[src/rtl/parametrised_control_hazard_tracker_pkg.sv]
// Shared trigger-stage types: destination encodings and the in-flight record
// that the control hazard tracker shifts down the pipeline.
package parametrised_control_hazard_tracker_pkg;

    localparam int TIA_DT_WIDTH = 3;
    localparam int TIA_DI_WIDTH = 4;

    localparam logic [TIA_DT_WIDTH-1:0] TIA_DESTINATION_TYPE_PREDICATE = 3'd2;

    typedef struct packed {
        logic                    valid;
        logic [TIA_DT_WIDTH-1:0] dt;
        logic [TIA_DI_WIDTH-1:0] di;
    } hazard_record_t;

    function automatic logic is_predicate_write(input hazard_record_t rec);
        return rec.valid && (rec.dt == TIA_DESTINATION_TYPE_PREDICATE);
    endfunction

endpackage

[src/rtl/parametrised_control_hazard_tracker_if.sv]
// Issue-side handshake between the trigger-resolution stage (master) and the
// control hazard tracker (slave).
interface parametrised_control_hazard_tracker_if #(
    parameter int NUM_PREDICATES = 8
);
    import parametrised_control_hazard_tracker_pkg::*;

    logic                      issue_valid;
    logic [TIA_DT_WIDTH-1:0]   issue_dt;
    logic [TIA_DI_WIDTH-1:0]   issue_di;
    logic [NUM_PREDICATES-1:0] predicate_read_mask;
    logic                      hazard;
    logic                      issue_accepted;

    modport master (
        output issue_valid, issue_dt, issue_di, predicate_read_mask,
        input  hazard, issue_accepted
    );

    modport slave (
        input  issue_valid, issue_dt, issue_di, predicate_read_mask,
        output hazard, issue_accepted
    );

endinterface

[src/rtl/parametrised_control_hazard_tracker_hazard_record_match.sv]
// Per-record check: does this in-flight record write a predicate, and does that
// write collide with what the trigger stage is reading right now.
module hazard_record_match
    import parametrised_control_hazard_tracker_pkg::*;
#(
    parameter int NUM_PREDICATES = 8,
    parameter int PRECISE        = 1
) (
    input  hazard_record_t              record,
    input  logic [NUM_PREDICATES-1:0]   read_mask,
    output logic                        hit,
    output logic [NUM_PREDICATES-1:0]   pending_mask
);

    logic                      pred_write;
    logic                      in_range;
    logic [NUM_PREDICATES-1:0] one_hot;

    always_comb begin
        pred_write = is_predicate_write(record);
        in_range   = 1'b0;
        one_hot    = '0;
        // Decode by comparison so an index wider than the mask never selects out of range.
        for (int p = 0; p < NUM_PREDICATES; p++) begin
            if (int'(record.di) == p) begin
                one_hot[p] = 1'b1;
                in_range   = 1'b1;
            end
        end

        pending_mask = pred_write ? one_hot : '0;

        if (PRECISE != 0) begin
            // An index the trigger stage cannot see is assumed to matter.
            hit = pred_write && (!in_range || (|(one_hot & read_mask)));
        end else begin
            hit = pred_write;
        end
    end

endmodule

[src/rtl/parametrised_control_hazard_tracker.sv]
// Tracks in-flight destination records beside the trigger-resolution stage and
// blocks issue while a pending predicate write could change the trigger outcome.
module parametrised_control_hazard_tracker
    import parametrised_control_hazard_tracker_pkg::*;
#(
    parameter int NUM_STAGES     = 3,
    parameter int NUM_PREDICATES = 8,
    parameter int PRECISE        = 1,
    parameter int COUNTER_WIDTH  = 16,
    localparam int OCC_WIDTH     = $clog2(NUM_STAGES + 1)
) (
    input  logic                        clock,
    input  logic                        reset,
    input  logic                        advance,
    input  logic                        flush,
    input  logic                        counter_clear,
    parametrised_control_hazard_tracker_if.slave issue_if,
    output logic [NUM_PREDICATES-1:0]   in_flight_predicate_mask,
    output logic [OCC_WIDTH-1:0]        occupancy,
    output logic [COUNTER_WIDTH-1:0]    hazard_cycles
);

    hazard_record_t entry_q [NUM_STAGES];
    hazard_record_t entry_d [NUM_STAGES];

    logic [COUNTER_WIDTH-1:0]  hazard_cycles_q;
    logic [COUNTER_WIDTH-1:0]  hazard_cycles_d;
    logic                      running_q;
    logic                      running_d;

    logic [NUM_STAGES-1:0]     record_hit;
    logic [NUM_PREDICATES-1:0] record_pending [NUM_STAGES];
    logic                      hazard;
    logic                      issue_accepted;
    hazard_record_t            new_record;

    generate
        for (genvar gi = 0; gi < NUM_STAGES; gi++) begin : g_match
            hazard_record_match #(
                .NUM_PREDICATES (NUM_PREDICATES),
                .PRECISE        (PRECISE)
            ) u_match (
                .record       (entry_q[gi]),
                .read_mask    (issue_if.predicate_read_mask),
                .hit          (record_hit[gi]),
                .pending_mask (record_pending[gi])
            );
        end
    endgenerate

    assign hazard = |record_hit;

    // running_q keeps issue closed until the first edge after reset release.
    assign issue_accepted = running_q && issue_if.issue_valid && advance && !hazard && !flush;

    assign issue_if.hazard         = hazard;
    assign issue_if.issue_accepted = issue_accepted;

    always_comb begin
        new_record.valid = issue_accepted;
        new_record.dt    = issue_if.issue_dt;
        new_record.di    = issue_if.issue_di;
    end

    always_comb begin
        for (int i = 0; i < NUM_STAGES; i++) begin
            entry_d[i] = entry_q[i];
        end
        if (flush) begin
            for (int i = 0; i < NUM_STAGES; i++) begin
                entry_d[i] = '0;
            end
        end else if (advance) begin
            entry_d[0] = new_record;
            for (int i = 1; i < NUM_STAGES; i++) begin
                entry_d[i] = entry_q[i-1];
            end
        end
    end

    always_comb begin
        running_d = 1'b1;
        if (counter_clear) begin
            hazard_cycles_d = '0;
        end else if (hazard && !(&hazard_cycles_q)) begin
            hazard_cycles_d = hazard_cycles_q + COUNTER_WIDTH'(1);
        end else begin
            hazard_cycles_d = hazard_cycles_q;
        end
    end

    always_comb begin
        in_flight_predicate_mask = '0;
        occupancy                = '0;
        for (int i = 0; i < NUM_STAGES; i++) begin
            in_flight_predicate_mask = in_flight_predicate_mask | record_pending[i];
            if (entry_q[i].valid) begin
                occupancy = occupancy + OCC_WIDTH'(1);
            end
        end
    end

    always_ff @(posedge clock or negedge reset) begin
        if (!reset) begin
            for (int i = 0; i < NUM_STAGES; i++) begin
                entry_q[i] <= '0;
            end
            hazard_cycles_q <= '0;
            running_q       <= 1'b0;
        end else begin
            entry_q         <= entry_d;
            hazard_cycles_q <= hazard_cycles_d;
            running_q       <= running_d;
        end
    end

    assign hazard_cycles = hazard_cycles_q;

endmodule
[src/flat_wrapper.sv]
// flat-port wrapper written by rule: the top's interface ports become plain ports
module parametrised_control_hazard_tracker_flat import parametrised_control_hazard_tracker_pkg::*;
#(
    parameter int NUM_STAGES     = 3,
    parameter int NUM_PREDICATES = 8,
    parameter int PRECISE        = 1,
    parameter int COUNTER_WIDTH  = 16,
    localparam int OCC_WIDTH     = $clog2(NUM_STAGES + 1)
)
  (clock, reset, advance, flush, counter_clear, in_flight_predicate_mask, occupancy, hazard_cycles, issue_if_issue_valid, issue_if_issue_dt, issue_if_issue_di, issue_if_predicate_read_mask, issue_if_hazard, issue_if_issue_accepted);
  parametrised_control_hazard_tracker_if #(.NUM_PREDICATES(NUM_PREDICATES)) issue_if_i ();
  input  logic clock;
  input  logic reset;
  input  logic advance;
  input  logic flush;
  input  logic counter_clear;
  output logic [NUM_PREDICATES-1:0] in_flight_predicate_mask;
  output logic [OCC_WIDTH-1:0] occupancy;
  output logic [COUNTER_WIDTH-1:0] hazard_cycles;
  input wire logic [$bits(issue_if_i.issue_valid)-1:0] issue_if_issue_valid;
  input wire logic [$bits(issue_if_i.issue_dt)-1:0] issue_if_issue_dt;
  input wire logic [$bits(issue_if_i.issue_di)-1:0] issue_if_issue_di;
  input wire logic [$bits(issue_if_i.predicate_read_mask)-1:0] issue_if_predicate_read_mask;
  output wire logic [$bits(issue_if_i.hazard)-1:0] issue_if_hazard;
  output wire logic [$bits(issue_if_i.issue_accepted)-1:0] issue_if_issue_accepted;
  assign issue_if_i.issue_valid = issue_if_issue_valid;
  assign issue_if_i.issue_dt = issue_if_issue_dt;
  assign issue_if_i.issue_di = issue_if_issue_di;
  assign issue_if_i.predicate_read_mask = issue_if_predicate_read_mask;
  assign issue_if_hazard = issue_if_i.hazard;
  assign issue_if_issue_accepted = issue_if_i.issue_accepted;
  parametrised_control_hazard_tracker #(.NUM_STAGES(NUM_STAGES), .NUM_PREDICATES(NUM_PREDICATES), .PRECISE(PRECISE), .COUNTER_WIDTH(COUNTER_WIDTH)) u_core (.clock(clock), .reset(reset), .advance(advance), .flush(flush), .counter_clear(counter_clear), .issue_if(issue_if_i), .in_flight_predicate_mask(in_flight_predicate_mask), .occupancy(occupancy), .hazard_cycles(hazard_cycles));
endmodule
[config.mk]
export PLATFORM = sky130hd
export DESIGN_NAME = parametrised_control_hazard_tracker_flat
export DESIGN_NICKNAME = d
export VERILOG_FILES = /design/src/rtl/parametrised_control_hazard_tracker_pkg.sv /design/src/rtl/parametrised_control_hazard_tracker_if.sv /design/src/rtl/parametrised_control_hazard_tracker_hazard_record_match.sv /design/src/rtl/parametrised_control_hazard_tracker.sv /design/src/flat_wrapper.sv
export SDC_FILE = /design/constraint.sdc
export NUM_CORES = 1
export LEC_CHECK = 0
export BUFFER_PORTS_ARGS = -buffer_cell sky130_fd_sc_hd__buf_2
export CORE_UTILIZATION = 59
export CTS_BUF_LIST = sky130_fd_sc_hd__clkbuf_4
export CTS_CLUSTER_SIZE = 14
export DETAILED_ROUTE_END_ITERATION = 16
export GPL_TIMING_DRIVEN = 0
export PLACE_DENSITY_LB_ADDON = 0.05
export SYNTH_ARGS = -nofsm -noshare
export SYNTH_HDL_FRONTEND = slang
export SYNTH_SLANG_ARGS = --single-unit
[constraint.sdc]
create_clock -name clock -period 3.33 [get_ports clock]
set_input_delay 0.666 -clock clock [delete_from_list [all_inputs] [get_ports clock]]
set_output_delay 0.666 -clock clock [all_outputs]
set_load 0.02 [all_outputs]
==> flow_summary.ini <==
[setup_path]
required_ns = 2.66
crit_chain = buf_2 > mux4_2 > nor2b_1 > a211oi_1 > o221a_4 > inv_2 > nor2_1 > buf_2
arrival_ns = 2.48
critPathKind = reg2out
critPathLaunchType = flop
crit_fanout = 9
max_stage_delay_ns = 0.50
cp-end-kind = output pin
critPathMostFrequentCell = buf_2
critPathSlowestCell = mux4_2

[routing]
drt_iter0_drc = 222
drc = 0
wl_per_cell_um = 15.7
vias = 2194
viasPerCell = 6.04
ant_nets = 0
routed_wl_mm = 5.71
first_pass_iters = 4

[die]
io-pin-count = 49
die_h_um = 67.0
die-area_um2 = 4490
initial_core_util_pct = 61.9
core_area_um2 = 4030
dieWidth_um = 67.0
rows = 23

[logic_synthesis]
syn_area_um2 = 2490
yosys.area_share.simple_pct = 23.9
synth-seq-cells = 41
postSynthCellCount = 260
synthDistinctLibCells = 51
yosysMostFrequentCell = dfrtp_1
synth_top_family_by_area = simple AND/OR/NAND/NOR gates
synth-compound-area-share_pct = 12.5
yosys_warnings = 0
muxShareOfSynthArea_pct = 15.3
ys_seq_area_share_pct = 41.1
synth_fa_ha_area_share_pct = 1.50
synthTopCellsByCount = dfrtp_1, nor2_1, mux2i_1
synth-edff-count = 0
synth_fp_nets = 284
yosys-top-cells-area = dfrtp_1, mux2i_1, nor2_1
synth_top_area_share_pct = 41.1
synth_ff_type = dfrtp_1
async_flop_share_pct = 100
synth.avg_cell_area_um2 = 9.60
synth.largest_area_cell = dfrtp_1
synth_xor_area_share_pct = 0.351

[cts]
h-tree-depth = 2
cts_resized = 0
cts_tree = yes
post_cts_buffers = 0
clkLatencyLatePin_ns = 0.35
clk_pin_slew_ns = 0.13
clock_sinks = 41
clockBufferDepth = 2
root_buffer = clkbuf_4
cts_buffers = 5
cts_hold_repair.buffers = 0

[cells_and_area]
fillers = 341
syn2layout_area_growth_pct = 13.7
drive_gt1_share_pct = 23.0
multi_input_area_um2 = 1340
nets = 336
finalInstanceArea_um2 = 2840
diodes = 0
finalNonFillerCells = 363
ff_latch_area_um2 = 1030

[global_routing]
grt-ovfl-total = 0
grt_pass1_vias = 1975
track_usage_pct = 27.8
grt_max_degree = 42
grt_pass1_wl_mm = 9.43
antenna_found_initial = 0

[placement]
place.gp.congestion = 0.895
dp_cells = 355
io_buffers = 45
place_area_um2 = 2780
place.detailed.hpwl_mm = 4.08

[timing]
fin_worst_skew_ns = 0.00992
finalSetupViolations = 0
tightest_slew_ns = 0.881
fin_crit_sh_pct = 94.6
fmax_mhz = 317
period_minus_slack_ns = 3.15
maxSlewViolCount = 0
slew_headroom_pct = 41.3
rsz0062_at_grt = false
setup_tns_ns = 0
hold_viol_final = 0

[power]
vdd_drop_max_v = 0.000198
p_leak_nw = 1.35
power_density_nw_per_um2 = 305

[run_status]
status = finished clean

[worst_hold_path]
hold_path.class = in2async

[run]
maxCapViolCount = 0
metal layers:
metal / vias to the layer above / routed length [µm] / GRT usage, %
li1: 1067 / - / -
met1: 1054 / 2820 / 41.1
met2: 71 / 2580 / 41.4
met3: 2 / 285 / 4.62
met4: 0 / 29 / 8.24
met5: - / 0 / 0
final timing paths:
path | startpoint | slack, ns | to | cells past startpoint
max in group asynchronous | reset | 2.35 | u_core.entry_q[19] | 1
min in group clock | u_core.entry_q[6] | 0.53 | u_core.entry_q[6] | 2
hold / removal | reset | 0.42 | u_core.hazard_cycles[14] | 1
hold reg to reg | u_core.entry_q[6] | 0.53 | u_core.entry_q[6] | 2
setup / recovery | u_core.entry_q[9] | 0.18 | issue_if_issue_accepted | 8
setup reg to reg | u_core.entry_q[18] | 0.84 | u_core.hazard_cycles[5] | 8
cell usage in the layout (no fill, tap or decap), types with 2 or more instances in the layout:
master,count
a31oi_1,4
mux2_2,4
nor2_1,31
nor2b_1,5
and3_1,3
ha_1,3
a21oi_1,13
inv_2,2
o31ai_1,13
nor3b_1,2
or3_1,9
mux4_2,2
inv_1,5
buf_6,2
o32a_1,2
nor3_1,7
clkbuf_1,11
and3b_1,4
o21ai_1,2
and2_1,2
nand2_1,9
and4_1,4
or4_1,8
nand3_1,12
buf_2,49
a41oi_1,2
dfrtp_1,41
clkbuf_4,5
mux2i_1,28
o21ai_0,3
clkinv_2,2
nand4_1,2
area by class of cell:
cell class | instances | share of cell area (%)
multi-input combinational | 191 | 47.2
sequential | 41 | 36.2
timing repair buffer | 45 | 7.94
buffer | 20 | 3.53
tap | 50 | 2.20
clock buffer | 5 | 1.32
inverter | 8 | 1.06
clock inverter | 3 | 0.617
per-stage QoR:
step	worst slack [ns]	util [%]	power (mW)	hold slack, ns
after floorplan	0.495	-	0.586	0.370
after global placement	0.292	69.1	0.623	0.496
after detailed placement	0.337	69.1	0.625	0.506
after CTS	0.152	70.4	0.868	0.452
after global routing	0.0410	70.4	0.896	0.494
final	0.179	70.4	0.865	0.419
where the power goes:
group	switching (mW)	internal [mW]
combinational	0.0594	0.0393
sequential	0.00837	0.508
clock	0.170	0.0799
total	0.238	0.627
critical path: cells and delay by family, from the launching register on:
| kind | cells | cell delay, ns |
|---|---|---|
| buffers and inverters | 3 | 0.46 |
| AND/OR/NAND/NOR | 2 | 0.27 |
| flip-flops | 1 | 0.34 |
| multiplexers | 1 | 0.50 |
| AO/OA/AOI/OAI | 2 | 0.57 |
cells by family after synthesis:
kind of cell | Yosys count
buffers and inverters | 28
multiplexers | 35
other | 1
AO/OA/AOI/OAI | 45
flip-flops | 41
XOR/XNOR | 1
adder cells (fa/ha/maj) | 3
AND/OR/NAND/NOR | 106
state kept, by name (all words and copies together) (netlist names):
| signal | flops |
|---|---|
| u_core.hazard_cycles | 16 |
| u_core.entry_q | 24 |
| u_core.running_q | 1 |
No activity file was read; power rests on OpenSTA's default activity.
